### config.mk
export PLATFORM = sky130hd
export DESIGN_NAME = button_event_decoder
export DESIGN_NICKNAME = d
export VERILOG_FILES = /design/src/rtl/button_event_pkg.sv /design/src/rtl/button_event_decoder.sv
export SDC_FILE = /design/constraint.sdc
export NUM_CORES = 1
export LEC_CHECK = 0
export CAP_MARGIN = 20
export CORE_MARGIN = 2
export CORE_UTILIZATION = 58
export DETAILED_ROUTE_END_ITERATION = 10
export PLACE_DENSITY = 0.85
export SYNTH_ARGS = -nofsm -noshare
export SYNTH_HDL_FRONTEND = slang
export SYNTH_SLANG_ARGS = --single-unit
### constraint.sdc
create_clock -name IPTCLK -period 4 [get_ports IPTCLK]
set_input_delay 0.8 -clock IPTCLK [delete_from_list [all_inputs] [get_ports IPTCLK]]
set_output_delay 0.8 -clock IPTCLK [all_outputs]
set_load 0.03 [all_outputs]
### src/rtl/button_event_pkg.sv
// -----------------------------------------------------------------------------
// button_event_pkg
//   Shared types and default constants for the button event decoder.
//   - state_t        : decoder FSM states
//   - DEF_LONG_CYCLES: default cycles in PRESSED before a hold counts as long
//   - DEF_REPEAT_CYCLES: default auto-repeat period while long-held
//   - DEF_CNT_W      : default duration counter width
// -----------------------------------------------------------------------------
package button_event_pkg;

  typedef enum logic [1:0] {
    IDLE     = 2'd0,
    PRESSED  = 2'd1,
    LONGHELD = 2'd2
  } state_t;

  localparam int DEF_LONG_CYCLES   = 16;
  localparam int DEF_REPEAT_CYCLES = 4;
  localparam int DEF_CNT_W         = 8;

endpackage

### src/rtl/button_event_decoder.sv
// -----------------------------------------------------------------------------
// button_event_decoder
//   Turns a debounced button level into one-cycle event pulses (press, short,
//   long, auto-repeat, release) plus a held level, so downstream control logic
//   never has to time button durations itself.
//
// Parameters
//   LONG_CYCLES   : cycles in PRESSED before a hold counts as long (2..2^CNT_W)
//   REPEAT_CYCLES : OUTREPEAT period while long-held (1..2^CNT_W)
//   CNT_W         : duration counter width
//
// Ports
//   IPTCLK     in  clock, rising edge
//   IPTRSTN    in  asynchronous active-low reset
//   IPTBTN     in  debounced button level, 1 = pressed
//   OUTPRESS   out 1-cycle pulse on press detection
//   OUTSHORT   out 1-cycle pulse on release before the long threshold
//   OUTLONG    out 1-cycle pulse when the long threshold is reached
//   OUTREPEAT  out 1-cycle pulse every REPEAT_CYCLES while long-held
//   OUTRELEASE out 1-cycle pulse on every release
//   OUTHELD    out level, 1 while in PRESSED or LONGHELD
// -----------------------------------------------------------------------------
module button_event_decoder
  import button_event_pkg::*;
#(
  parameter int LONG_CYCLES   = DEF_LONG_CYCLES,
  parameter int REPEAT_CYCLES = DEF_REPEAT_CYCLES,
  parameter int CNT_W         = DEF_CNT_W
) (
  input  logic IPTCLK,
  input  logic IPTRSTN,
  input  logic IPTBTN,
  output logic OUTPRESS,
  output logic OUTSHORT,
  output logic OUTLONG,
  output logic OUTREPEAT,
  output logic OUTRELEASE,
  output logic OUTHELD
);

  // Terminal counts; the counter restarts at 0 on every state entry, so the
  // threshold is hit after exactly LONG_CYCLES / REPEAT_CYCLES cycles.
  localparam logic [CNT_W-1:0] LONG_LAST   = CNT_W'(LONG_CYCLES - 1);
  localparam logic [CNT_W-1:0] REPEAT_LAST = CNT_W'(REPEAT_CYCLES - 1);

  logic             btn_q_reg;
  state_t           state_reg, state_next;
  logic [CNT_W-1:0] cnt_reg, cnt_next;

  logic press_reg,   press_next;
  logic short_reg,   short_next;
  logic long_reg,    long_next;
  logic repeat_reg,  repeat_next;
  logic release_reg, release_next;
  logic held_reg,    held_next;

  // ---------------------------------------------------------------------------
  // State, counter, input stage and output registers
  // ---------------------------------------------------------------------------
  always_ff @(posedge IPTCLK or negedge IPTRSTN) begin
    if (!IPTRSTN) begin
      btn_q_reg   <= 1'b0;
      state_reg   <= IDLE;
      cnt_reg     <= '0;
      press_reg   <= 1'b0;
      short_reg   <= 1'b0;
      long_reg    <= 1'b0;
      repeat_reg  <= 1'b0;
      release_reg <= 1'b0;
      held_reg    <= 1'b0;
    end else begin
      btn_q_reg   <= IPTBTN;
      state_reg   <= state_next;
      cnt_reg     <= cnt_next;
      press_reg   <= press_next;
      short_reg   <= short_next;
      long_reg    <= long_next;
      repeat_reg  <= repeat_next;
      release_reg <= release_next;
      held_reg    <= held_next;
    end
  end

  // ---------------------------------------------------------------------------
  // Next-state, counter and event decode
  // ---------------------------------------------------------------------------
  always_comb begin
    state_next   = state_reg;
    cnt_next     = cnt_reg;
    press_next   = 1'b0;
    short_next   = 1'b0;
    long_next    = 1'b0;
    repeat_next  = 1'b0;
    release_next = 1'b0;

    case (state_reg)
      IDLE: begin
        if (btn_q_reg) begin
          state_next = PRESSED;
          cnt_next   = '0;
          press_next = 1'b1;
        end
      end

      PRESSED: begin
        // Release is checked first so it wins over a coincident threshold.
        if (!btn_q_reg) begin
          state_next   = IDLE;
          cnt_next     = '0;
          short_next   = 1'b1;
          release_next = 1'b1;
        end else if (cnt_reg == LONG_LAST) begin
          state_next = LONGHELD;
          cnt_next   = '0;
          long_next  = 1'b1;
        end else begin
          cnt_next = cnt_reg + CNT_W'(1);
        end
      end

      LONGHELD: begin
        if (!btn_q_reg) begin
          state_next   = IDLE;
          cnt_next     = '0;
          release_next = 1'b1;
        end else if (cnt_reg == REPEAT_LAST) begin
          cnt_next    = '0;
          repeat_next = 1'b1;
        end else begin
          cnt_next = cnt_reg + CNT_W'(1);
        end
      end

      default: begin
        state_next = IDLE;
        cnt_next   = '0;
      end
    endcase

    // Held follows the state being entered so it moves together with the
    // press/release pulses.
    held_next = (state_next != IDLE);
  end

  assign OUTPRESS   = press_reg;
  assign OUTSHORT   = short_reg;
  assign OUTLONG    = long_reg;
  assign OUTREPEAT  = repeat_reg;
  assign OUTRELEASE = release_reg;
  assign OUTHELD    = held_reg;

endmodule

==> results of run 1 <==
## worst reg2reg max path, delay by kind of cell (launching register included)
| family | cells | cell delay (ns) |
|---|---|---|
| adder cells (fa/ha/maj) | 1 | 0.33 |
| AO/OA/AOI/OAI | 2 | 0.59 |
| AND/OR/NAND/NOR | 2 | 0.30 |
| buffers and inverters | 1 | 0.10 |
| flip-flops | 1 | 0.46 |
## power by group
part	internal, uW	switching (uW)
clock	38.8	52.2
sequential	197	21.8
combinational	71.1	114
total	307	188
## kinds of logic after synthesis
kind of cell	Yosys count	share of synthesized area (%)
simple gates	35	22.7
fa+ha+maj	5	7.01
compound gates	21	16.6
xor+xnor	2	1.96
buf+inv	9	4.07
flops	17	47.7
## metrics by stage
step	util [%]	area, um2	cells
2_1_floorplan	-	892	89
3_3_place_gp	66.8	982	111
3_5_place_dp	66.8	982	111
4_1_cts	68.5	1010	115
5_1_grt	68.5	1010	115
6_report	68.5	1010	115
## layout by cell type (no fill, tap or decap), types with 2 or more instances in the layout
cell type,instances
a21oi_1,5
a31oi_1,3
and2_1,2
clkbuf_4,3
clkdlybuf4s50_1,8
dfrtp_1,17
ha_1,5
inv_1,7
nand2_1,9
nand3_1,5
nand4_1,2
nor2_1,4
nor2b_1,2
nor3_1,3
nor4_1,3
o21ai_0,2
o21ai_1,3
xnor2_1,2
## final timing paths
path                                                to  slack (ns)  cells after the start              startpoint
max in group asynchronous       cnt_reg[7]$_DFFE_PN0P_        2.60                      1                 IPTRSTN
worst max-delay path                        OUTRELEASE        1.92                      1    OUTRELEASE$_DFF_PN0_
worst max register to register  cnt_reg[5]$_DFFE_PN0P_        2.15                      6  state_reg[0]$_DFF_PN0_
worst min-delay path            cnt_reg[0]$_DFFE_PN0P_        0.56                      1  cnt_reg[0]$_DFFE_PN0P_
min in group asynchronous       cnt_reg[2]$_DFFE_PN0P_        0.94                      1                 IPTRSTN
worst min register to register  cnt_reg[0]$_DFFE_PN0P_        0.56                      1  cnt_reg[0]$_DFFE_PN0P_
## final cells by class
type                            count  area (um2)  share of cell area, %
Clock buffer                        4        26.3                   2.61
Inverter                            7        26.3                   2.61
Multi-Input combinational cell     63         430                   42.7
Sequential cell                    17         425                   42.2
Tap cell                           16        20.0                   1.99
Timing Repair Buffer                8        80.1                   7.94
## per-layer routing
layer | track usage, % | part of all wire (%) | vias up | routed length (um)
met5 | 0 | 0 | - | 0
met4 | 10.9 | 1.6 | 0 | 25
met3 | 2.55 | 3.0 | 4 | 48
met2 | 35.2 | 50 | 13 | 791
met1 | 25.1 | 45 | 347 | 715
li1 | - | - | 351 | -
==> results.toml, run 1 <==
[critical_path]
critPathMaxStageDelay_ns = 0.66
worst_path_max_delay_cell = "clkdlybuf4s50_1"
start_kind = "flop"
crit_path_end_kind = "output port"
worstPathArrival_ns = 1.28
path_buf_inv = 1
worstPathRequired_ns = 3.20
cp_cell_sequence = "clkdlybuf4s50_1"
cp_max_fo = 1
cpLargestDelayFamily = "buffers and inverters"
worstSetupPathType = "reg -> out"

[logic_synthesis]
synth_area_leader_cell = "dfrtp_1"
synth_ff_type = "dfrtp_1"
syn_nets = 97
syn_area_per_cell_um2 = 10.0
synth.most_common_cell = "dfrtp_1"
synth_cell_types = 30
synth_edf_count = 0
synth.cell_area_um2 = 892
netlist_top_cells_area = "dfrtp_1 48%, ha_1 7.0%, nand2_1 3.8%, inv_1 2.9%, a21oi_1 2.8%"
ys_warn_count = 0
async_flop_share_pct = 100
yosysSeqAreaShare_pct = 47.7
netlist_instances = 89
synth-seq-cells = 17
synth_top_area_share_pct = 47.7
yosys-top-cells-count = "17 x dfrtp_1, 9 x nand2_1, 7 x inv_1"

[sta]
max_freq_mhz = 480
final_hold_viol_count = 0
tns_ns = 0
slew_viol_final = 0
clock_skew_ns = 0.00424
layout_worst_path_cycle_share_pct = 52.0
tightest_slew_ns = 0.730
period_minus_slack_ns = 2.08
grt_setup_unrepaired = "no"
whs_ns = 0.558
setup_violations = 0
fin_ws_ns = 1.92
slew_headroom_pct = 51.2

[outcome]
status = "completed"

[placement]
hpwlAfterDp_um = 1180
io_buffers = 8
place_congestion = 0.855
pre_cts_ws_ns = 2.17

[flow_run]
maxCapViolations = 0

[die]
die_h_um = 43.2
initial_core_util_pct = 60.6
dieArea_um2 = 1870
core_area_um2 = 1470
io_pins = 9
die_w_um = 43.2
std_cell_rows = 14

[cts]
cts_buffer_depth = 2
cts_inserted_buffers = 3
clock_sinks = 17
tritoncts = "done"
htree_levels = 1
clk_pin_slew_ns = 0.10
clockRootBuffer = "clkbuf_4"
cts_resized = 0
postCtsHoldBufs = 0
post_cts_buffers = 0
clk_latency_ns = 0.29

[detailed_routing]
drt-initial-drc-count = 13
drc_errors = 0
num_vias = 715
wl_per_cell_um = 13.7
ant_nets = 0
viasPerCell = 6.22
drt_pass1_iterations = 4
drt-total-wl_um = 1580

[worst_hold_path]
hold_class = "reg -> reg"

[power]
p_leak_uw = 0.000439
p_per_area_nw_per_um2 = 491
vdd_drop_max_v = 0.000342
fin_total_pwr_uw = 495

[global_routing]
antenna_found_initial = 0
grt_max_degree = 18
track_usage_pct = 20.7
grt_pass1_wl_um = 2820
grt-ovfl-total = 0
first_global_vias = 681

[final_layout]
drive_gt1_share_pct = 8.08
diodes = 0
fin_nets = 108
area_growth_pct = 13.0
n_fill_cell = 117
largest_reg_flops = 8
Power figures use the tool's default switching activity.
==> inputs of run 2 (changes only) <==
--- a/config.mk
+++ b/config.mk
@@ -7,9 +7,9 @@
 export LEC_CHECK = 0
 export CAP_MARGIN = 20
 export CORE_MARGIN = 2
-export CORE_UTILIZATION = 58
+export CORE_UTILIZATION = 54
 export DETAILED_ROUTE_END_ITERATION = 10
-export PLACE_DENSITY = 0.85
+export PLACE_DENSITY = 0.8
 export SYNTH_ARGS = -nofsm -noshare
 export SYNTH_HDL_FRONTEND = slang
 export SYNTH_SLANG_ARGS = --single-unit
==> constraint.sdc (replaced) <==
create_clock -name IPTCLK -period 1.97 [get_ports IPTCLK]
set_input_delay 0.394 -clock IPTCLK [delete_from_list [all_inputs] [get_ports IPTCLK]]
set_output_delay 0.394 -clock IPTCLK [all_outputs]
set_load 0.03 [all_outputs]
==> results.toml, run 2 (synthesized netlist as in run 1, its figures left out) <==
[outcome]
status = "completed"

[global_routing]
grt_max_degree = 18
grt_pass1_wl_um = 2950
track_usage_pct = 21.1
grt-ovfl-total = 0
antenna_found_initial = 0
first_global_vias = 659

[die]
core_area_um2 = 1520
initial_core_util_pct = 58.5
std_cell_rows = 14
io_pins = 9
die_w_um = 44.6
die_h_um = 44.6
dieArea_um2 = 1990

[critical_path]
reg2reg_depth = 6
worstPathRequired_ns = 2.18
r2r_end = "cnt_reg[6]$_DFFE_PN0P_"
cp_max_fo = 6
r2r_slack_ns = 0.21
crit_path_frequent_cell = "nand2_1"
start_kind = "flop"
crit_end = "cnt_reg[6]$_DFFE_PN0P_"
crit_path_end_kind = "flop"
worstPathArrival_ns = 1.96
worstSetupPathType = "reg -> reg"
crit_path_start = "state_reg[0]$_DFF_PN0_"
reg2reg_from = "state_reg[0]$_DFF_PN0_"
cp_cell_sequence = "inv_1 -> ha_1 -> nand2_1 -> a31oi_2 -> nand2_1 -> o22ai_1"
critPathMaxStageDelay_ns = 0.43
worst_path_max_delay_cell = "dfrtp_1"

[final_layout]
largest_reg_flops = 8
drive_gt1_share_pct = 10.9
final_common_cell = "dfrtp_1"
area_growth_pct = 15.4
final_cell_mix = "17 x dfrtp_1, 9 x nand2_1, 8 x clkdlybuf4s50_1"
diodes = 0
stdcell_area_um2 = 1030
final_util_pct = 67.6
n_fill_cell = 111
instances_no_fill = 117
fin_nets = 110

[placement]
placed_cell_area_um2 = 997
place_congestion = 0.887
dp.cells = 113
pre_cts_ws_ns = 0.115
io_buffers = 8
hpwlAfterDp_um = 1320

[sta]
grt_setup_unrepaired = "no"
clock_skew_ns = 0.000555
max_freq_mhz = 569
slew_viol_final = 0
fin_ws_ns = 0.212
slew_headroom_pct = 69.6
final_hold_viol_count = 0
tightest_slew_ns = 0.452
setup_violations = 0
period_minus_slack_ns = 1.76
layout_worst_path_cycle_share_pct = 89.2
tns_ns = 0

[detailed_routing]
wl_per_cell_um = 14.8
drt-initial-drc-count = 12
viasPerCell = 6.09
ant_nets = 0
drt-total-wl_um = 1730
drc_errors = 0
num_vias = 713
drt_pass1_iterations = 4

[power]
vdd_drop_max_v = 0.000628
p_per_area_nw_per_um2 = 992
p_leak_uw = 0.000449

[cts]
clock_sinks = 17
cts_resized = 0
htree_levels = 1
clk_latency_ns = 0.29
post_cts_buffers = 0
clockRootBuffer = "clkbuf_4"
postCtsHoldBufs = 0
tritoncts = "done"
cts_inserted_buffers = 3
cts_buffer_depth = 2
clk_pin_slew_ns = 0.09

[flow_run]
maxCapViolations = 0

[worst_hold_path]
hold_class = "in -> async"
## run 2: changes by cell type in the layout (fill, tap and decap cells not counted)
cell / before / now
a31oi_2: 0 / 1
buf_4: 0 / 2
a31oi_1: 3 / 2
## run 2: power by group
| group | switching, uW | internal, uW |
|---|---|---|
| Combinational | 247 | 156 |
| Sequential | 38.7 | 400 |
| Clock | 102 | 78.8 |
## run 2: routing by layer
metal,routed length (um),global-route usage (%),vias up
met3,90,7.35,4
met5,0,0,-
met4,25,9.09,0
met2,828,34.2,24
met1,788,25.2,340
li1,-,-,345
## run 2: how the worst min path moves through the flow
stage / end / slack [ns]
global placement: cnt_reg[0]$_DFFE_PN0P_ / 0.52
floorplan: OUTHELD$_DFF_PN0_ / 0.1
global route: cnt_reg[3]$_DFFE_PN0P_ / 0.44
detailed placement: cnt_reg[0]$_DFFE_PN0P_ / 0.53
CTS: cnt_reg[3]$_DFFE_PN0P_ / 0.42
finish: OUTLONG$_DFF_PN0_ / 0.41
## run 2: per-stage QoR
| stage | total power [uW] | hold slack, ns |
|---|---|---|
| after detailed placement | 840 | 0.528 |
| after global placement | 820 | 0.523 |
| after CTS | 1020 | 0.418 |
| after floorplan | 708 | 0.0984 |
| after global routing | 1090 | 0.437 |
| final | 1020 | 0.415 |
## run 2: critical path: cells and delay by family, from the launching register on
family	cells	cell delay [ns]
buffers and inverters	1	0.09
adder cells (fa/ha/maj)	1	0.32
flip-flops	1	0.43
AND/OR/NAND/NOR	2	0.31
AO/OA/AOI/OAI	2	0.51
## run 2: cell type report
class	count	area [um2]	share of cell area [%]
well taps	16	20.0	1.94
inverters	7	26.3	2.55
multi-input cells	63	437	42.4
clock buffers	4	26.3	2.55
flip-flops and latches	17	425	41.3
repair buffers	10	95.1	9.23
